$ cat config.mk
export PLATFORM = sky130hd
export DESIGN_NAME = pipeline_ctrl_flat
export DESIGN_NICKNAME = d
export VERILOG_FILES = /design/src/rtl/pipeline_ctrl_pkg.sv /design/src/rtl/pipeline_ctrl_if.sv /design/src/rtl/pipeline_ctrl_wd_timer.sv /design/src/rtl/pipeline_ctrl.sv /design/src/flat_wrapper.sv
export SDC_FILE = /design/constraint.sdc
export NUM_CORES = 1
export LEC_CHECK = 0
export ABC_CLOCK_PERIOD_IN_PS = 3300
export BUFFER_PORTS_ARGS = -buffer_cell sky130_fd_sc_hd__buf_2
export CAP_MARGIN = 20
export CORE_MARGIN = 2
export CORE_UTILIZATION = 42
export CTS_BUF_LIST = sky130_fd_sc_hd__clkbuf_2 sky130_fd_sc_hd__clkbuf_4 sky130_fd_sc_hd__clkbuf_8
export DETAILED_ROUTE_END_ITERATION = 12
export PLACE_DENSITY = 0.89
export SYNTH_ARGS = -nofsm -noshare
export SYNTH_HDL_FRONTEND = slang
export SYNTH_SLANG_ARGS = --single-unit
$ cat constraint.sdc
create_clock -name clk -period 3.3 [get_ports clk]
set_input_delay 0.66 -clock clk [delete_from_list [all_inputs] [get_ports clk]]
set_output_delay 0.66 -clock clk [all_outputs]
set_load 0.02 [all_outputs]
$ cat src/rtl/pipeline_ctrl_pkg.sv
// pipeline_ctrl_pkg: shared state/enable types and the RUN-state enable/bubble decision
package pipeline_ctrl_pkg;
    typedef enum logic [1:0] {RUN = 2'd0, MEM_WAIT = 2'd1, HALT = 2'd2} pipe_ctrl_state_e;
    typedef struct packed {
        logic pc;
        logic fd;
        logic de;
        logic em;
        logic mw;
        logic d_bubble;
        logic e_bubble;
        logic m_bubble;
    } pipe_en_t;
    localparam pipe_en_t EN_FREEZE = pipe_en_t'(8'b0000_0000);
    localparam pipe_en_t EN_RESET  = pipe_en_t'(8'b0000_0111);
    // Priority: redirect flushes wrong-path D, then load-use bubble, then fetch miss.
    function automatic pipe_en_t run_rules(input logic branch, input logic stall, input logic imem);
        pipe_en_t r;
        r = pipe_en_t'(8'b1111_1000);
        if (branch) begin
            r.d_bubble = 1'b1;
            r.e_bubble = 1'b1;
        end else if (stall) begin
            r.pc = 1'b0;
            r.fd = 1'b0;
            r.de = 1'b0;
            r.m_bubble = 1'b1;
        end else if (!imem) begin
            r.pc = 1'b0;
            r.d_bubble = 1'b1;
        end
        return r;
    endfunction
endpackage

$ cat src/rtl/pipeline_ctrl_if.sv
// pipeline_ctrl_if: hazard/handshake inputs and enable/bubble/debug outputs of the sequencer
interface pipeline_ctrl_if #(parameter int CNT_WIDTH = 32);
    logic exec_stall, branch_taken, imem_ack, dmem_req, dmem_ack;
    logic pc_en, fd_en, de_en, em_en, mw_en;
    logic d_bubble, e_bubble, m_bubble;
    logic mem_err;
    logic [1:0] ctrl_state;
    logic [CNT_WIDTH-1:0] stall_cycles, flush_count, mem_wait_cycles;
    modport master (
        output exec_stall, branch_taken, imem_ack, dmem_req, dmem_ack,
        input pc_en, fd_en, de_en, em_en, mw_en, d_bubble, e_bubble, m_bubble,
        input mem_err, ctrl_state, stall_cycles, flush_count, mem_wait_cycles
    );
    modport slave (
        input exec_stall, branch_taken, imem_ack, dmem_req, dmem_ack,
        output pc_en, fd_en, de_en, em_en, mw_en, d_bubble, e_bubble, m_bubble,
        output mem_err, ctrl_state, stall_cycles, flush_count, mem_wait_cycles
    );
endinterface

$ cat src/rtl/pipeline_ctrl_wd_timer.sv
// pipe_wd_timer: saturating watchdog counter (load=1, inc, clr) flagging expiry at LIMIT
module pipe_wd_timer #(
    parameter int LIMIT = 16,
    localparam int W = $clog2(LIMIT + 1)
) (
    input  logic clk,
    input  logic rst,
    input  logic load,
    input  logic inc,
    input  logic clr,
    output logic expired
);
    logic [W-1:0] cnt_q, cnt_d;
    always_comb cnt_d = clr ? '0 : load ? W'(1) : (inc && cnt_q != W'(LIMIT)) ? cnt_q + W'(1) : cnt_q;
    always_ff @(posedge clk)
        if (rst) cnt_q <= '0;
        else cnt_q <= cnt_d;
    assign expired = cnt_q == W'(LIMIT);
endmodule

$ cat src/rtl/pipeline_ctrl.sv
// pipeline_ctrl: 5-stage stall/flush sequencer with dmem watchdog; PIPELINE_PERF_CNT_EN adds perf counters
module pipeline_ctrl
    import pipeline_ctrl_pkg::*;
#(
    parameter int MEM_TIMEOUT = 16,
    parameter int CNT_WIDTH   = 32
) (
    input logic clk,
    input logic rst,
    pipeline_ctrl_if.slave bus
);
    pipe_ctrl_state_e state_q, state_d;
    pipe_en_t en, en_o;
    logic t_load, t_inc, t_clr, t_expired;
    pipe_wd_timer #(.LIMIT(MEM_TIMEOUT)) u_wd (
        .clk(clk), .rst(rst), .load(t_load), .inc(t_inc), .clr(t_clr), .expired(t_expired)
    );
    always_comb begin
        state_d = state_q;
        en = EN_FREEZE;
        t_load = 1'b0;
        t_inc = 1'b0;
        t_clr = 1'b0;
        case (state_q)
            RUN:
                if (bus.dmem_req && !bus.dmem_ack) begin
                    state_d = MEM_WAIT;
                    t_load = 1'b1;
                end else en = run_rules(bus.branch_taken, bus.exec_stall, bus.imem_ack);
            MEM_WAIT:
                if (bus.dmem_ack) begin
                    en = run_rules(bus.branch_taken, bus.exec_stall, bus.imem_ack);
                    state_d = RUN;
                    t_clr = 1'b1;
                end else begin
                    t_inc = 1'b1;
                    state_d = t_expired ? HALT : MEM_WAIT;
                end
            HALT: state_d = HALT;
            default: state_d = RUN;
        endcase
    end
    always_ff @(posedge clk)
        if (rst) state_q <= RUN;
        else state_q <= state_d;
    assign en_o = rst ? EN_RESET : en;
    assign bus.pc_en = en_o.pc;
    assign bus.fd_en = en_o.fd;
    assign bus.de_en = en_o.de;
    assign bus.em_en = en_o.em;
    assign bus.mw_en = en_o.mw;
    assign bus.d_bubble = en_o.d_bubble;
    assign bus.e_bubble = en_o.e_bubble;
    assign bus.m_bubble = en_o.m_bubble;
    assign bus.mem_err = !rst && state_q == HALT;
    assign bus.ctrl_state = rst ? RUN : state_q;
`ifdef PIPELINE_PERF_CNT_EN
    logic [CNT_WIDTH-1:0] stall_q, stall_d, flush_q, flush_d, wait_q, wait_d;
    // Only the branch rule loads the PC while bubbling D.
    always_comb begin
        stall_d = stall_q + CNT_WIDTH'(!en.pc && state_q != HALT && !(&stall_q));
        flush_d = flush_q + CNT_WIDTH'(en.pc && en.d_bubble && !(&flush_q));
        wait_d = wait_q + CNT_WIDTH'(state_q == MEM_WAIT && !(&wait_q));
    end
    always_ff @(posedge clk)
        if (rst) begin
            stall_q <= '0;
            flush_q <= '0;
            wait_q <= '0;
        end else begin
            stall_q <= stall_d;
            flush_q <= flush_d;
            wait_q <= wait_d;
        end
    assign bus.stall_cycles = stall_q;
    assign bus.flush_count = flush_q;
    assign bus.mem_wait_cycles = wait_q;
`else
    assign bus.stall_cycles = '0;
    assign bus.flush_count = '0;
    assign bus.mem_wait_cycles = '0;
`endif
endmodule

$ cat src/flat_wrapper.sv
// flat-port wrapper written by rule: the top's interface ports become plain ports
module pipeline_ctrl_flat import pipeline_ctrl_pkg::*;
#(
    parameter int MEM_TIMEOUT = 16,
    parameter int CNT_WIDTH   = 32
)
  (clk, rst, bus_exec_stall, bus_branch_taken, bus_imem_ack, bus_dmem_req, bus_dmem_ack, bus_pc_en, bus_fd_en, bus_de_en, bus_em_en, bus_mw_en, bus_d_bubble, bus_e_bubble, bus_m_bubble, bus_mem_err, bus_ctrl_state, bus_stall_cycles, bus_flush_count, bus_mem_wait_cycles);
  pipeline_ctrl_if #(.CNT_WIDTH(CNT_WIDTH)) bus_i ();
  input logic clk;
  input logic rst;
  input wire logic [$bits(bus_i.exec_stall)-1:0] bus_exec_stall;
  input wire logic [$bits(bus_i.branch_taken)-1:0] bus_branch_taken;
  input wire logic [$bits(bus_i.imem_ack)-1:0] bus_imem_ack;
  input wire logic [$bits(bus_i.dmem_req)-1:0] bus_dmem_req;
  input wire logic [$bits(bus_i.dmem_ack)-1:0] bus_dmem_ack;
  output wire logic [$bits(bus_i.pc_en)-1:0] bus_pc_en;
  output wire logic [$bits(bus_i.fd_en)-1:0] bus_fd_en;
  output wire logic [$bits(bus_i.de_en)-1:0] bus_de_en;
  output wire logic [$bits(bus_i.em_en)-1:0] bus_em_en;
  output wire logic [$bits(bus_i.mw_en)-1:0] bus_mw_en;
  output wire logic [$bits(bus_i.d_bubble)-1:0] bus_d_bubble;
  output wire logic [$bits(bus_i.e_bubble)-1:0] bus_e_bubble;
  output wire logic [$bits(bus_i.m_bubble)-1:0] bus_m_bubble;
  output wire logic [$bits(bus_i.mem_err)-1:0] bus_mem_err;
  output wire logic [$bits(bus_i.ctrl_state)-1:0] bus_ctrl_state;
  output wire logic [$bits(bus_i.stall_cycles)-1:0] bus_stall_cycles;
  output wire logic [$bits(bus_i.flush_count)-1:0] bus_flush_count;
  output wire logic [$bits(bus_i.mem_wait_cycles)-1:0] bus_mem_wait_cycles;
  assign bus_i.exec_stall = bus_exec_stall;
  assign bus_i.branch_taken = bus_branch_taken;
  assign bus_i.imem_ack = bus_imem_ack;
  assign bus_i.dmem_req = bus_dmem_req;
  assign bus_i.dmem_ack = bus_dmem_ack;
  assign bus_pc_en = bus_i.pc_en;
  assign bus_fd_en = bus_i.fd_en;
  assign bus_de_en = bus_i.de_en;
  assign bus_em_en = bus_i.em_en;
  assign bus_mw_en = bus_i.mw_en;
  assign bus_d_bubble = bus_i.d_bubble;
  assign bus_e_bubble = bus_i.e_bubble;
  assign bus_m_bubble = bus_i.m_bubble;
  assign bus_mem_err = bus_i.mem_err;
  assign bus_ctrl_state = bus_i.ctrl_state;
  assign bus_stall_cycles = bus_i.stall_cycles;
  assign bus_flush_count = bus_i.flush_count;
  assign bus_mem_wait_cycles = bus_i.mem_wait_cycles;
  pipeline_ctrl #(.MEM_TIMEOUT(MEM_TIMEOUT), .CNT_WIDTH(CNT_WIDTH)) u_core (.clk(clk), .rst(rst), .bus(bus_i));
endmodule
==> results of run 1 <==
[per-layer routing]
| layer | vias to the layer above | GRT usage |
|---|---|---|
| li1 | 354 | - |
| met1 | 329 | 0.0870 |
| met2 | 58 | 0.143 |
| met3 | 4 | 0.0462 |
| met4 | 0 | 0.0399 |
| met5 | - | 0 |
[power breakdown]
part	total [mW]	leakage, nW	switching [mW]	internal (mW)
Clock	0.0842	0.0177	0.0395	0.0447
Sequential	0.0894	0.0568	0.00322	0.0861
Combinational	0.140	0.510	0.123	0.0169
[stage by stage]
stage	hold slack, ns	utilization
global placement	0.478	0.350
CTS	0.522	0.359
floorplan	0.463	-
finish	0.521	0.359
global route	0.537	0.359
detailed placement	0.514	0.350
[how the worst min path moves through the flow]
stage | cells past startpoint | slack, ns | from | end
3_3_place_gp | 2 | 0.48 | u_core.u_wd.cnt_q[4]$_SDFFE_PP0P_ | u_core.u_wd.cnt_q[4]$_SDFFE_PP0P_
2_1_floorplan | 2 | 0.46 | u_core.u_wd.cnt_q[4]$_SDFFE_PP0P_ | u_core.u_wd.cnt_q[4]$_SDFFE_PP0P_
3_5_place_dp | 2 | 0.51 | u_core.u_wd.cnt_q[2]$_SDFFE_PP0P_ | u_core.u_wd.cnt_q[2]$_SDFFE_PP0P_
5_1_grt | 2 | 0.54 | u_core.u_wd.cnt_q[4]$_SDFFE_PP0P_ | u_core.u_wd.cnt_q[4]$_SDFFE_PP0P_
6_report | 2 | 0.52 | u_core.u_wd.cnt_q[4]$_SDFFE_PP0P_ | u_core.u_wd.cnt_q[4]$_SDFFE_PP0P_
4_1_cts | 2 | 0.52 | u_core.u_wd.cnt_q[4]$_SDFFE_PP0P_ | u_core.u_wd.cnt_q[4]$_SDFFE_PP0P_
[logic make-up (layout without fill, tap and decap cells)]
family | count (synthesis) | in the layout
mux | 1 | 1
compound gates | 19 | 19
flops | 7 | 7
other cells | 1 | 96
fa+ha+maj | 2 | 2
buf+inv | 105 | 25
simple gates | 27 | 27
[worst max-delay path: stages]
cell and delay (ns):
sky130_fd_sc_hd__buf_2 0.15, sky130_fd_sc_hd__o21ba_2 0.18, sky130_fd_sc_hd__nor2_1 0.16, sky130_fd_sc_hd__a21o_1 0.14
sky130_fd_sc_hd__buf_2 0.15
[cell usage in the layout, fill, tap and decap left out, types with 2 or more instances in the layout]
cell type	Yosys	layout
sky130_fd_sc_hd__clkbuf_4	0	3
sky130_fd_sc_hd__conb_1	1	96
sky130_fd_sc_hd__a21o_1	3	3
sky130_fd_sc_hd__a21oi_1	4	4
sky130_fd_sc_hd__nor2_1	6	6
sky130_fd_sc_hd__nor2b_1	4	4
sky130_fd_sc_hd__or3_1	3	3
sky130_fd_sc_hd__ha_1	2	2
sky130_fd_sc_hd__or3b_2	2	2
sky130_fd_sc_hd__a211oi_1	4	4
sky130_fd_sc_hd__dfxtp_1	7	7
sky130_fd_sc_hd__inv_1	4	4
sky130_fd_sc_hd__buf_2	0	17
sky130_fd_sc_hd__o21ai_0	3	3
sky130_fd_sc_hd__nand2_1	5	5
sky130_fd_sc_hd__o21bai_1	2	2
[final cells by class]
class	instances	area, sq um
fill	303	1780
multi-input combinational	145	693
sequential	7	140
timing repair buffer	17	85.1
tap	31	38.8
clock buffer	3	22.5
inverter	4	15.0
clock inverter	1	5.00
[registers in the layout, indices dropped and copies added, names as in the netlist]
name,flops
u_core.state_q,2
u_core.u_wd.cnt_q,5
==> report_table.html, run 1 <==
<table>
<tr><th>Metric</th><th>Value</th></tr>
<tr><th colspan="2">Routing</th></tr>
<tr><td>Via count</td><td>745</td></tr>
<tr><td>Sum of met2 wire segment lengths after detailed routing</td><td>845 um</td></tr>
<tr><td>Detail Route Antenna Nets</td><td>0</td></tr>
<tr><td>Detailed Route WL</td><td>1670 um</td></tr>
<tr><td># DRC</td><td>0</td></tr>
<tr><td>WL met3</td><td>240 um</td></tr>
<tr><td>Post-detailed-route wirelength per cell</td><td>8.02 um</td></tr>
<tr><td>Drt initial violations</td><td>8</td></tr>
<tr><td>Routed met1 length</td><td>554 um</td></tr>
<tr><td>First drt pass iteration count</td><td>3</td></tr>
<tr><td>DR top layer</td><td>met4</td></tr>
<tr><td>Average vias per placed instance</td><td>3.58</td></tr>
<tr><th colspan="2">Layout</th></tr>
<tr><td>Area overhead of the layout relative to synthesis</td><td>-19.8%</td></tr>
<tr><td>Final Net Count</td><td>187</td></tr>
<tr><td>Non-Filler Cell Area, Final</td><td>1000 sq um</td></tr>
<tr><td>Total inserted antenna cells</td><td>0</td></tr>
<tr><td>Layout cells sized above 1</td><td>0.153</td></tr>
<tr><td>Post-route insts no fill</td><td>208</td></tr>
<tr><th colspan="2">Die</th></tr>
<tr><td>Vertical extent of the die</td><td>58.5 um</td></tr>
<tr><td>Row cnt</td><td>19</td></tr>
<tr><td>Die Footprint</td><td>3420 sq um</td></tr>
<tr><td>Effective utilization at floorplan</td><td>0.448</td></tr>
<tr><td>Count of pins on the block boundary</td><td>114</td></tr>
<tr><td>Core ar.</td><td>2780 sq um</td></tr>
<tr><td>Die extent in x</td><td>58.5 um</td></tr>
<tr><th colspan="2">GRT</th></tr>
<tr><td>Vias in the first global route</td><td>536</td></tr>
<tr><td>All-layer global routing usage</td><td>0.0854</td></tr>
<tr><td>Largest net degree at the start of global routing</td><td>14</td></tr>
<tr><td>Overflow left after global routing</td><td>0</td></tr>
<tr><td>Number of antenna violations at the first check in global routing</td><td>0</td></tr>
<tr><td>Global-route wire length before repair</td><td>2170 um</td></tr>
<tr><th colspan="2">Synth</th></tr>
<tr><td>Fraction of synthesized area in multiplexers</td><td>0.00803</td></tr>
<tr><td>Mean cell area of the mapped netlist</td><td>7.69 sq um</td></tr>
<tr><td>Synthesized netlist cell count</td><td>162</td></tr>
<tr><td>Asr flop ratio synth</td><td>0</td></tr>
<tr><td>XOR/XNOR share of the synthesized area</td><td>0</td></tr>
<tr><td>Synth Area in Adders</td><td>0.0201</td></tr>
<tr><td>Library cell with the largest summed area after synthesis</td><td>sky130_fd_sc_hd__buf_4</td></tr>
<tr><td>Predominant post-synthesis flop cell</td><td>sky130_fd_sc_hd__dfxtp_1</td></tr>
<tr><td>Yosys top cell area share</td><td>0.590</td></tr>
<tr><td>Sequential cell area fraction in the yosys report</td><td>0.112</td></tr>
<tr><td>Commonest cells post-synth</td><td>98 x sky130_fd_sc_hd__buf_4, 7 x sky130_fd_sc_hd__dfxtp_1, 6 x sky130_fd_sc_hd__nor2_1</td></tr>
<tr><td>Ys Warns</td><td>0</td></tr>
<tr><td>Post-synth design cell area</td><td>1250 sq um</td></tr>
<tr><td>Dominant combinational cell family by area after synthesis</td><td>buffers and inverters</td></tr>
<tr><td>Area contributors post-synth</td><td>sky130_fd_sc_hd__buf_4 59%, sky130_fd_sc_hd__dfxtp_1 11%, sky130_fd_sc_hd__a211oi_1 2.4%, sky130_fd_sc_hd__ha_1 2.0%, sky130_fd_sc_hd__nor2b_1 2.0%</td></tr>
<tr><td>Most common cell in the synthesized netlist</td><td>sky130_fd_sc_hd__buf_4</td></tr>
<tr><td>Count of distinct cell types in the synthesized netlist</td><td>28</td></tr>
<tr><td>Area fraction in and, or, nand and nor cells after synthesis</td><td>0.132</td></tr>
<tr><td>Yosys reg bits</td><td>7</td></tr>
<tr><td>Count of flip-flops with a built-in enable after synthesis</td><td>0</td></tr>
<tr><td>Compound-gate portion of the synthesized area</td><td>0.107</td></tr>
<tr><th colspan="2">Timing</th></tr>
<tr><td>Final Max Slew Viols</td><td>0</td></tr>
<tr><td>Endpoints failing hold</td><td>0</td></tr>
<tr><td>Aggregate negative setup slack</td><td>0 ns</td></tr>
<tr><td>Clock period minus worst slack</td><td>2.11 ns</td></tr>
<tr><td>Setup violation total in the final timing report</td><td>0</td></tr>
<tr><td>Clock Skews</td><td>0.00825 ns</td></tr>
<tr><td>Setup repair after global routing missed its margin</td><td>false</td></tr>
<tr><td>Period Utilization, post-route</td><td>0.640</td></tr>
<tr><td>Worst Setup Slack, final</td><td>1.19 ns</td></tr>
<tr><td>F_max</td><td>0.474 GHz</td></tr>
<tr><th colspan="2">Setup path</th></tr>
<tr><td>Worst R2R Start</td><td>u_core.state_q[0]$_SDFFE_PP0N_</td></tr>
<tr><td>Kind of start point of the critical path</td><td>input port</td></tr>
<tr><td>Register-to-register path setup slack</td><td>1.66 ns</td></tr>
<tr><td>Crit path kind</td><td>input port to output port</td></tr>
<tr><td>Setup crit start</td><td>bus_dmem_ack</td></tr>
<tr><td>Required time reported for the critical path endpoint</td><td>2.64 ns</td></tr>
<tr><td>Type of destination of the critical path</td><td>output port</td></tr>
<tr><td>Critical path arrival</td><td>1.45 ns</td></tr>
<tr><td>Capture point of the critical path</td><td>bus_d_bubble</td></tr>
<tr><td>Critical-path maximum fanout</td><td>8</td></tr>
<tr><td>Reg2reg path depth</td><td>3</td></tr>
<tr><td>End of the worst register-to-register path</td><td>u_core.u_wd.cnt_q[3]$_SDFFE_PP0P_</td></tr>
<tr><th colspan="2">Clock network</th></tr>
<tr><td>Clock tree from TritonCTS</td><td>built</td></tr>
<tr><td>Number of gates resized after CTS</td><td>0</td></tr>
<tr><td>Total CTS buffers</td><td>3</td></tr>
<tr><td>CTS clock-pin slew for the worst setup and hold paths</td><td>0.06 ns</td></tr>
<tr><td>Number of buffers added for setup after CTS</td><td>0</td></tr>
<tr><td>Clk sink count</td><td>7</td></tr>
<tr><td>Clk Tree Root Cell</td><td>sky130_fd_sc_hd__clkbuf_4</td></tr>
<tr><td>Total of hold buffers inserted after clock tree synthesis</td><td>0</td></tr>
<tr><td>Buffer depth of the longest clock path</td><td>2</td></tr>
<tr><td>Htree depth</td><td>1</td></tr>
<tr><td>Clk Latency, worst-skew pair</td><td>0.27 ns</td></tr>
<tr><th colspan="2">Placement</th></tr>
<tr><td>Number of port buffers</td><td>17</td></tr>
<tr><td>Setup slack at placement</td><td>1.18 ns</td></tr>
<tr><td>Final estimated routing congestion in global placement</td><td>0.756</td></tr>
<tr><td>HPWL Detailed</td><td>1390 um</td></tr>
<tr><td>Placed cell count</td><td>204</td></tr>
<tr><td>Post-DP Area</td><td>972 sq um</td></tr>
<tr><th colspan="2">Worst hold path</th></tr>
<tr><td>Class of the tightest hold or removal check</td><td>register to register</td></tr>
<tr><th colspan="2">Pwr</th></tr>
<tr><td>Overall power consumption</td><td>313 uW</td></tr>
<tr><td>PwrDens</td><td>313 nW/um^2</td></tr>
<tr><td>Peak supply drop</td><td>0.000185 V</td></tr>
<tr><td>Static Leakage</td><td>0.584 nW</td></tr>
<tr><th colspan="2">Outcome</th></tr>
<tr><td>Run status</td><td>completed</td></tr>
<tr><th colspan="2">Job</th></tr>
<tr><td>Number of max-cap violations</td><td>0</td></tr>
</table>
No activity file was read; power rests on OpenSTA's default activity.
==> run 2, diff against run 1 <==
ABC_AREA = 1   (was default)
ABC_CLOCK_PERIOD_IN_PS = 1890   (was 3300)
CORE_UTILIZATION = 35   (was 42)
PLACE_DENSITY = 0.79   (was 0.89)
clock period = 1.89 ns   (was 3.3 ns; I/O delays follow)
==> run 2 against run 1 <==
Net effect:
- clock-buffer cell count is 1 higher
- die area grew 20%
- clock skew is 0.0051 ns lower
- setup slack lost 1.0 ns
- critical endpoint is now bus_de_en
- routed wire length shrank 7.2%
- synthesized area up 0.90%
==> report_table.html, run 2 <==
<table>
<tr><th>Metric</th><th>Value</th></tr>
<tr><th colspan="2">Synth</th></tr>
<tr><td>Area contributors post-synth</td><td>sky130_fd_sc_hd__buf_4 59%, sky130_fd_sc_hd__dfxtp_1 11%, sky130_fd_sc_hd__nand2_1 7.2%, sky130_fd_sc_hd__inv_1 3.3%, sky130_fd_sc_hd__a21oi_1 2.8% (was sky130_fd_sc_hd__buf_4 59%, sky130_fd_sc_hd__dfxtp_1 11%, sky130_fd_sc_hd__a211oi_1 2.4%, sky130_fd_sc_hd__ha_1 2.0%, sky130_fd_sc_hd__nor2b_1 2.0%)</td></tr>
<tr><td>Mean cell area of the mapped netlist</td><td>6.95 sq um (was 7.69 sq um)</td></tr>
<tr><td>Sequential cell area fraction in the yosys report</td><td>0.111 (was 0.112)</td></tr>
<tr><td>Commonest cells post-synth</td><td>98 x sky130_fd_sc_hd__buf_4, 24 x sky130_fd_sc_hd__nand2_1, 11 x sky130_fd_sc_hd__inv_1 (was 98 x sky130_fd_sc_hd__buf_4, 7 x sky130_fd_sc_hd__dfxtp_1, 6 x sky130_fd_sc_hd__nor2_1)</td></tr>
<tr><td>Yosys reg bits</td><td>7 (unchanged)</td></tr>
<tr><td>Library cell with the largest summed area after synthesis</td><td>sky130_fd_sc_hd__buf_4 (unchanged)</td></tr>
<tr><td>Post-synth design cell area</td><td>1260 sq um (was 1250 sq um)</td></tr>
<tr><td>Synthesized netlist cell count</td><td>181 (was 162)</td></tr>
<tr><td>Yosys top cell area share</td><td>0.585 (was 0.590)</td></tr>
<tr><td>Ys Warns</td><td>0 (unchanged)</td></tr>
<tr><td>Count of distinct cell types in the synthesized netlist</td><td>20 (was 28)</td></tr>
<tr><td>Most common cell in the synthesized netlist</td><td>sky130_fd_sc_hd__buf_4 (unchanged)</td></tr>
<tr><td>Count of flip-flops with a built-in enable after synthesis</td><td>0 (unchanged)</td></tr>
<tr><td>Predominant post-synthesis flop cell</td><td>sky130_fd_sc_hd__dfxtp_1 (unchanged)</td></tr>
<tr><td>Asr flop ratio synth</td><td>0 (unchanged)</td></tr>
<tr><th colspan="2">Setup path</th></tr>
<tr><td>Worst R2R Start</td><td>u_core.u_wd.cnt_q[0]$_SDFFE_PP0P_ (was u_core.state_q[0]$_SDFFE_PP0N_)</td></tr>
<tr><td>Type of destination of the critical path</td><td>output port (unchanged)</td></tr>
<tr><td>Crit path kind</td><td>register to output port (was input port to output port)</td></tr>
<tr><td>Critical path arrival</td><td>1.34 ns (was 1.45 ns)</td></tr>
<tr><td>Top delay family on crit path</td><td>simple AND/OR/NAND/NOR gates (was compound AO/OA/AOI/OAI gates)</td></tr>
<tr><td>List of cells traversed by the critical path</td><td>inv_2, nand2_2, inv_1, nand2_1, nand2_1, nand3_1, nor2_1, buf_2 (was buf_2, o21ba_2, nor2_1, a21o_1, buf_2)</td></tr>
<tr><td>Kind of start point of the critical path</td><td>register (was input port)</td></tr>
<tr><td>Delay contributed by the slowest stage of the critical path</td><td>0.32 ns (was 0.18 ns)</td></tr>
<tr><td>Setup crit start</td><td>u_core.state_q[1]$_SDFFE_PP0N_ (was bus_dmem_ack)</td></tr>
<tr><td>Cell occurring most often along the worst timing path</td><td>sky130_fd_sc_hd__nand2_1 (was sky130_fd_sc_hd__buf_2)</td></tr>
<tr><td>Crit path buf inv count</td><td>3 (was 2)</td></tr>
<tr><td>Slowest stage cell, crit path</td><td>sky130_fd_sc_hd__dfxtp_1 (was sky130_fd_sc_hd__o21ba_2)</td></tr>
<tr><td>Required time reported for the critical path endpoint</td><td>1.51 ns (was 2.64 ns)</td></tr>
<tr><td>Critical-path maximum fanout</td><td>3 (was 8)</td></tr>
<tr><th colspan="2">Layout</th></tr>
<tr><td>Post-route insts no fill</td><td>243 (was 208)</td></tr>
<tr><td>Layout cells sized above 1</td><td>0.152 (was 0.153)</td></tr>
<tr><td>Total inserted antenna cells</td><td>0 (unchanged)</td></tr>
<tr><td>Final Net Count</td><td>207 (was 187)</td></tr>
<tr><td>Flip-flop count of the largest register after layout</td><td>5 (unchanged)</td></tr>
<tr><td>Largest register by flop count</td><td>u_core.u_wd.cnt_q (unchanged)</td></tr>
<tr><td>Non-Filler Cell Area, Final</td><td>1030 sq um (was 1000 sq um)</td></tr>
<tr><td>Commonest cells after routing, fill and taps aside</td><td>96 x sky130_fd_sc_hd__conb_1, 24 x sky130_fd_sc_hd__nand2_1, 17 x sky130_fd_sc_hd__buf_2 (was 96 x sky130_fd_sc_hd__conb_1, 17 x sky130_fd_sc_hd__buf_2, 7 x sky130_fd_sc_hd__dfxtp_1)</td></tr>
<tr><td>Commonest non-fill, non-tap cell in the layout</td><td>sky130_fd_sc_hd__conb_1 (unchanged)</td></tr>
<tr><td>Area overhead of the layout relative to synthesis</td><td>-17.7% (was -19.8%)</td></tr>
<tr><td>Registers with the most flip-flops</td><td>u_core.u_wd.cnt_q (5), u_core.state_q (2) (unchanged)</td></tr>
<tr><th colspan="2">GRT</th></tr>
<tr><td>All-layer global routing usage</td><td>0.0689 (was 0.0854)</td></tr>
<tr><td>Overflow left after global routing</td><td>0 (unchanged)</td></tr>
<tr><td>Largest net degree at the start of global routing</td><td>9 (was 14)</td></tr>
<tr><td>Vias in the first global route</td><td>539 (was 536)</td></tr>
<tr><td>Number of antenna violations at the first check in global routing</td><td>0 (unchanged)</td></tr>
<tr><td>Global-route wire length before repair</td><td>2130 um (was 2170 um)</td></tr>
<tr><th colspan="2">Clock network</th></tr>
<tr><td>Clk sink count</td><td>7 (unchanged)</td></tr>
<tr><td>Buffer depth of the longest clock path</td><td>2 (unchanged)</td></tr>
<tr><td>Clk Tree Root Cell</td><td>sky130_fd_sc_hd__clkbuf_4 (unchanged)</td></tr>
<tr><td>Clock tree from TritonCTS</td><td>built (unchanged)</td></tr>
<tr><td>Total CTS buffers</td><td>3 (unchanged)</td></tr>
<tr><td>Number of buffers added for setup after CTS</td><td>0 (unchanged)</td></tr>
<tr><td>Number of gates resized after CTS</td><td>0 (unchanged)</td></tr>
<tr><td>Total of hold buffers inserted after clock tree synthesis</td><td>0 (unchanged)</td></tr>
<tr><td>Htree depth</td><td>1 (unchanged)</td></tr>
<tr><td>Clk Latency, worst-skew pair</td><td>0.25 ns (was 0.27 ns)</td></tr>
<tr><td>CTS clock-pin slew for the worst setup and hold paths</td><td>0.05 ns (was 0.06 ns)</td></tr>
<tr><th colspan="2">Worst hold path</th></tr>
<tr><td>Class of the tightest hold or removal check</td><td>input port to register (was register to register)</td></tr>
<tr><td>Launch point of the worst hold path</td><td>rst (was u_core.u_wd.cnt_q[4]$_SDFFE_PP0P_)</td></tr>
<tr><th colspan="2">Die</th></tr>
<tr><td>Core ar.</td><td>3390 sq um (was 2780 sq um)</td></tr>
<tr><td>Count of pins on the block boundary</td><td>114 (unchanged)</td></tr>
<tr><td>Die extent in x</td><td>63.9 um (was 58.5 um)</td></tr>
<tr><td>Effective utilization at floorplan</td><td>0.371 (was 0.448)</td></tr>
<tr><td>Row cnt</td><td>21 (was 19)</td></tr>
<tr><td>Vertical extent of the die</td><td>63.9 um (was 58.5 um)</td></tr>
<tr><td>Die Footprint</td><td>4090 sq um (was 3420 sq um)</td></tr>
<tr><th colspan="2">Timing</th></tr>
<tr><td>Final Max Slew Viols</td><td>0 (unchanged)</td></tr>
<tr><td>Worst Setup Slack, final</td><td>0.168 ns (was 1.19 ns)</td></tr>
<tr><td>Aggregate negative setup slack</td><td>0 ns (unchanged)</td></tr>
<tr><td>Clock Skews</td><td>0.00315 ns (was 0.00825 ns)</td></tr>
<tr><td>F_max</td><td>0.581 GHz</td></tr>
<tr><td>Setup repair after global routing missed its margin</td><td>false (unchanged)</td></tr>
<tr><td>Endpoints failing hold</td><td>0 (unchanged)</td></tr>
<tr><td>Clock period minus worst slack</td><td>1.72 ns</td></tr>
<tr><td>Setup violation total in the final timing report</td><td>0 (unchanged)</td></tr>
<tr><td>Period Utilization, post-route</td><td>0.911</td></tr>
<tr><th colspan="2">Pwr</th></tr>
<tr><td>Static Leakage</td><td>0.640 nW (was 0.584 nW)</td></tr>
<tr><td>Overall power consumption</td><td>556 uW (was 313 uW)</td></tr>
<tr><td>Peak supply drop</td><td>0.000152 V (was 0.000185 V)</td></tr>
<tr><td>PwrDens</td><td>537 nW/um^2 (was 313 nW/um^2)</td></tr>
<tr><th colspan="2">Placement</th></tr>
<tr><td>Setup slack at placement</td><td>0.360 ns (was 1.18 ns)</td></tr>
<tr><td>Placed cell count</td><td>239 (was 204)</td></tr>
<tr><td>Post-DP Area</td><td>1000 sq um (was 972 sq um)</td></tr>
<tr><td>HPWL Detailed</td><td>1380 um (was 1390 um)</td></tr>
<tr><td>Final estimated routing congestion in global placement</td><td>0.686 (was 0.756)</td></tr>
<tr><td>Number of port buffers</td><td>17 (unchanged)</td></tr>
<tr><th colspan="2">Job</th></tr>
<tr><td>Number of max-cap violations</td><td>0 (unchanged)</td></tr>
<tr><th colspan="2">Routing</th></tr>
<tr><td>Average vias per placed instance</td><td>3.21 (was 3.58)</td></tr>
<tr><td>Detailed Route WL</td><td>1550 um (was 1670 um)</td></tr>
<tr><td># DRC</td><td>0 (unchanged)</td></tr>
<tr><td>Detail Route Antenna Nets</td><td>0 (unchanged)</td></tr>
<tr><td>First drt pass iteration count</td><td>4 (was 3)</td></tr>
<tr><td>Drt initial violations</td><td>39 (was 8)</td></tr>
<tr><td>Via count</td><td>781 (was 745)</td></tr>
<tr><td>Post-detailed-route wirelength per cell</td><td>6.37 um (was 8.02 um)</td></tr>
<tr><th colspan="2">Outcome</th></tr>
<tr><td>Run status</td><td>completed (unchanged)</td></tr>
</table>
==> run 2: cell count changes in the layout (fill, tap and decap cells not counted), moves of 3 or more <==
cell / change
sky130_fd_sc_hd__a211oi_1: -4
sky130_fd_sc_hd__a21oi_1: +3
sky130_fd_sc_hd__nand3_1: +4
sky130_fd_sc_hd__nand2_1: +19
sky130_fd_sc_hd__or3_1: -3
sky130_fd_sc_hd__inv_1: +7
sky130_fd_sc_hd__nor2b_1: -4
sky130_fd_sc_hd__a21o_1: -3
==> run 2: layout make-up <==
class                   count  area, sq um
well taps                  46         57.6
fillers                   369         2350
clock buffers               4         30.0
flip-flops and latches      7          140
inverters                  13         48.8
repair buffers             17         85.1
multi-input cells         156          673
==> run 2: path summary, 6_finish.rpt <==
check / to / cells past startpoint / slack [ns]
setup / recovery: bus_de_en / 8 / 0.17
hold reg to reg: u_core.u_wd.cnt_q[4]$_SDFFE_PP0P_ / 2 / 0.51
setup reg to reg: u_core.u_wd.cnt_q[1]$_SDFFE_PP0P_ / 9 / 0.58
hold / removal: u_core.state_q[0]$_SDFFE_PP0N_ / 2 / 0.39
==> run 2: cells by family (layout without fill, tap and decap cells) <==
group           count (synthesis)  count (layout)  share of synthesized area
buf+inv                       113              34                      0.637
simple gates                   46              46                      0.178
compound gates                 11              11                     0.0438
flops                           7               7                      0.111
fa+ha+maj                       2               2                     0.0199
other cells                     1              96                    0.00298
xor+xnor                        1               1                    0.00697
==> run 2: metal layers <==
layer  GRT usage  up-vias  part of all wire
met5           0        -                 0
met1      0.0628      333              0.33
met4      0.0734        0             0.023
met3      0.0158        2              0.12
met2       0.120       58              0.53
li1            -      388                 -
==> run 2: power breakdown <==
part           leakage [nW]  internal [mW]  switching, mW  total (mW)
sequential           0.0567          0.151        0.00449       0.156
combinational         0.565         0.0281          0.225       0.253
clock                0.0184         0.0947         0.0531       0.148
total                 0.640          0.274          0.282       0.556
==> run 2: metrics by stage <==
step | hold WS [ns] | utilization
6_report | 0.394 | 0.305
4_1_cts | 0.380 | 0.305
2_1_floorplan | 0.470 | -
3_3_place_gp | 0.492 | 0.296
5_1_grt | 0.388 | 0.305
3_5_place_dp | 0.494 | 0.296
==> run 3, diff against run 2 <==
CELL_PAD_IN_SITES_DETAIL_PLACEMENT = 0   (was default)
CELL_PAD_IN_SITES_GLOBAL_PLACEMENT = 1   (was default)
CORE_UTILIZATION = 22   (was 35)
PLACE_DENSITY = default   (was 0.79)
PLACE_DENSITY_LB_ADDON = 0.1   (was default)
==> run 3 against run 2 <==
Net effect:
- via count stayed put
- worst hold slack better by 0.044 ns
- non-clock buffer count stayed put
- die area is 55% higher
- clock-buffer cell count stayed put
- flip-flop and latch count stayed put
- global-route usage is 2.1 points lower
- sequential power hardly changed
- final cell count is 11% higher
- fmax is 0.49% lower
- largest cell class unchanged
==> report_table.html, run 3 (synthesis results as in run 2) <==
<table>
<tr><th>Metric</th><th>Value</th></tr>
<tr><th colspan="2">Timing</th></tr>
<tr><td>Period Utilization, post-route</td><td>0.916 (was 0.911)</td></tr>
<tr><td>Clock period minus worst slack</td><td>1.73 ns (was 1.72 ns)</td></tr>
<tr><td>Endpoints failing hold</td><td>0 (unchanged)</td></tr>
<tr><td>Setup repair after global routing missed its margin</td><td>false (unchanged)</td></tr>
<tr><td>Clock Skews</td><td>0.00113 ns (was 0.00315 ns)</td></tr>
<tr><td>F_max</td><td>0.578 GHz (was 0.581 GHz)</td></tr>
<tr><td>Final Max Slew Viols</td><td>0 (unchanged)</td></tr>
<tr><td>Aggregate negative setup slack</td><td>0 ns (unchanged)</td></tr>
<tr><td>Worst Setup Slack, final</td><td>0.159 ns (was 0.168 ns)</td></tr>
<tr><td>Setup violation total in the final timing report</td><td>0 (unchanged)</td></tr>
<tr><th colspan="2">Routing</th></tr>
<tr><td>Drt initial violations</td><td>12 (was 39)</td></tr>
<tr><td>Average vias per placed instance</td><td>2.90 (was 3.21)</td></tr>
<tr><td># DRC</td><td>0 (unchanged)</td></tr>
<tr><td>Detailed Route WL</td><td>1870 um (was 1550 um)</td></tr>
<tr><td>Detail Route Antenna Nets</td><td>0 (unchanged)</td></tr>
<tr><td>Via count</td><td>781 (unchanged)</td></tr>
<tr><td>Post-detailed-route wirelength per cell</td><td>6.95 um (was 6.37 um)</td></tr>
<tr><td>First drt pass iteration count</td><td>3 (was 4)</td></tr>
<tr><th colspan="2">GRT</th></tr>
<tr><td>All-layer global routing usage</td><td>0.0477 (was 0.0689)</td></tr>
<tr><td>Largest net degree at the start of global routing</td><td>9 (unchanged)</td></tr>
<tr><td>Global-route wire length before repair</td><td>2440 um (was 2130 um)</td></tr>
<tr><td>Number of antenna violations at the first check in global routing</td><td>0 (unchanged)</td></tr>
<tr><td>Overflow left after global routing</td><td>0 (unchanged)</td></tr>
<tr><td>Vias in the first global route</td><td>570 (was 539)</td></tr>
<tr><th colspan="2">Placement</th></tr>
<tr><td>Final estimated routing congestion in global placement</td><td>0.730 (was 0.686)</td></tr>
<tr><td>Setup slack at placement</td><td>0.330 ns (was 0.360 ns)</td></tr>
<tr><td>Number of port buffers</td><td>17 (unchanged)</td></tr>
<tr><td>HPWL Detailed</td><td>1620 um (was 1380 um)</td></tr>
<tr><th colspan="2">Clock network</th></tr>
<tr><td>Number of buffers added for setup after CTS</td><td>0 (unchanged)</td></tr>
<tr><td>Buffer depth of the longest clock path</td><td>2 (unchanged)</td></tr>
<tr><td>Clk sink count</td><td>7 (unchanged)</td></tr>
<tr><td>CTS clock-pin slew for the worst setup and hold paths</td><td>0.04 ns (was 0.05 ns)</td></tr>
<tr><td>Number of gates resized after CTS</td><td>0 (unchanged)</td></tr>
<tr><td>Total CTS buffers</td><td>3 (unchanged)</td></tr>
<tr><td>Total of hold buffers inserted after clock tree synthesis</td><td>0 (unchanged)</td></tr>
<tr><td>Clk Latency, worst-skew pair</td><td>0.22 ns (was 0.25 ns)</td></tr>
<tr><td>Clk Tree Root Cell</td><td>sky130_fd_sc_hd__clkbuf_8 (was sky130_fd_sc_hd__clkbuf_4)</td></tr>
<tr><td>Clock tree from TritonCTS</td><td>built (unchanged)</td></tr>
<tr><td>Htree depth</td><td>1 (unchanged)</td></tr>
<tr><th colspan="2">Pwr</th></tr>
<tr><td>Sw frac</td><td>0.464 (was 0.507)</td></tr>
<tr><td>Part of the total power dissipated in combinational logic</td><td>0.403 (was 0.454)</td></tr>
<tr><td>PwrDens</td><td>584 nW/um^2 (was 537 nW/um^2)</td></tr>
<tr><td>Net load switching power</td><td>294 uW (was 282 uW)</td></tr>
<tr><td>Static Leakage</td><td>0.648 nW (was 0.640 nW)</td></tr>
<tr><td>Seq pwr share</td><td>0.247 (was 0.280)</td></tr>
<tr><td>Cell internal power dissipation</td><td>340 uW (was 274 uW)</td></tr>
<tr><td>Peak supply drop</td><td>0.000143 V (was 0.000152 V)</td></tr>
<tr><td>Proportion of power drawn by the clock network</td><td>0.350 (was 0.266)</td></tr>
<tr><th colspan="2">Setup path</th></tr>
<tr><td>Critical-path maximum fanout</td><td>3 (unchanged)</td></tr>
<tr><td>Required time reported for the critical path endpoint</td><td>1.51 ns (about the same)</td></tr>
<tr><td>Type of destination of the critical path</td><td>output port (unchanged)</td></tr>
<tr><td>Critical path arrival</td><td>1.35 ns (was 1.34 ns)</td></tr>
<tr><td>Crit path kind</td><td>register to output port (unchanged)</td></tr>
<tr><td>Kind of start point of the critical path</td><td>register (unchanged)</td></tr>
<tr><th colspan="2">Job</th></tr>
<tr><td>Number of max-cap violations</td><td>0 (unchanged)</td></tr>
<tr><th colspan="2">Layout</th></tr>
<tr><td>Commonest non-fill, non-tap cell in the layout</td><td>sky130_fd_sc_hd__conb_1 (unchanged)</td></tr>
<tr><td>Commonest cells after routing, fill and taps aside</td><td>96 x sky130_fd_sc_hd__conb_1, 24 x sky130_fd_sc_hd__nand2_1, 17 x sky130_fd_sc_hd__buf_2 (unchanged)</td></tr>
<tr><td>Registers with the most flip-flops</td><td>u_core.u_wd.cnt_q (5), u_core.state_q (2) (unchanged)</td></tr>
<tr><td>Layout cells sized above 1</td><td>0.152 (unchanged)</td></tr>
<tr><td>Final Net Count</td><td>207 (unchanged)</td></tr>
<tr><td>Total inserted antenna cells</td><td>0 (unchanged)</td></tr>
<tr><td>Largest register by flop count</td><td>u_core.u_wd.cnt_q (unchanged)</td></tr>
<tr><td>Area overhead of the layout relative to synthesis</td><td>-13.6% (was -17.7%)</td></tr>
<tr><td>Flip-flop count of the largest register after layout</td><td>5 (unchanged)</td></tr>
<tr><th colspan="2">Outcome</th></tr>
<tr><td>Run status</td><td>completed (unchanged)</td></tr>
<tr><th colspan="2">Die</th></tr>
<tr><td>Die Footprint</td><td>6340 sq um (was 4090 sq um)</td></tr>
<tr><td>Effective utilization at floorplan</td><td>0.228 (was 0.371)</td></tr>
<tr><td>Row cnt</td><td>27 (was 21)</td></tr>
<tr><td>Die extent in x</td><td>79.6 um (was 63.9 um)</td></tr>
<tr><td>Core ar.</td><td>5510 sq um (was 3390 sq um)</td></tr>
<tr><td>Count of pins on the block boundary</td><td>114 (unchanged)</td></tr>
<tr><td>Vertical extent of the die</td><td>79.6 um (was 63.9 um)</td></tr>
<tr><th colspan="2">Worst hold path</th></tr>
<tr><td>Class of the tightest hold or removal check</td><td>input port to register (unchanged)</td></tr>
</table>
[run 3: per-stage QoR]
stage	area (sq um)	power [mW]	util	cells	hold slack [ns]
after floorplan	1610	0.537	-	276	0.470
after global placement	1040	0.411	0.188	265	0.500
after detailed placement	1040	0.411	0.188	265	0.501
after CTS	1090	0.639	0.197	269	0.440
after global routing	1090	0.669	0.197	269	0.462
final	1090	0.634	0.197	269	0.438
[run 3: routing by layer]
layer,GRT usage,share of wire,up-vias
met3,0.00339,0.10,2
met4,0.0259,0.0091,0
met2,0.0908,0.53,58
li1,-,-,389
met5,0,0,-
met1,0.0516,0.36,332
[run 3: final cells by class]
type                    instances  area [sq um]
fillers                       655          4420
repair buffers                 17          85.1
flip-flops and latches          7           140
clock buffers                   4          48.8
well taps                      72          90.1
inverters                      13          48.8
multi-input cells             156           673
[run 3: worst paths after layout]
check	from	to	slack, ns	depth (start not counted)
setup / recovery	u_core.state_q[1]$_SDFFE_PP0N_	bus_m_bubble	0.16	8
hold reg to reg	u_core.u_wd.cnt_q[4]$_SDFFE_PP0P_	u_core.u_wd.cnt_q[4]$_SDFFE_PP0P_	0.50	2
hold / removal	rst	u_core.state_q[0]$_SDFFE_PP0N_	0.44	2
setup reg to reg	u_core.u_wd.cnt_q[0]$_SDFFE_PP0P_	u_core.u_wd.cnt_q[3]$_SDFFE_PP0P_	0.56	9
[run 3: power by group through the flow]
| stage | clock network (mW) | logic [mW] | registers [mW] |
|---|---|---|---|
| after global placement | 0 | 0.252 | 0.159 |
| after detailed placement | 0 | 0.252 | 0.159 |
| after CTS | 0.230 | 0.252 | 0.156 |
| final | 0.222 | 0.255 | 0.156 |
| after global routing | 0.237 | 0.276 | 0.157 |
| after floorplan | 0 | 0.379 | 0.158 |
[run 3: worst max-delay path, cell delays in order (launching register included)]
cell and delay [ns]:
sky130_fd_sc_hd__dfxtp_1 0.32, sky130_fd_sc_hd__inv_2 0.08, sky130_fd_sc_hd__nand2_2 0.07, sky130_fd_sc_hd__inv_1 0.05
sky130_fd_sc_hd__nand2_1 0.08, sky130_fd_sc_hd__nand2_1 0.11, sky130_fd_sc_hd__inv_1 0.07, sky130_fd_sc_hd__o21ai_0 0.15
sky130_fd_sc_hd__buf_2 0.19
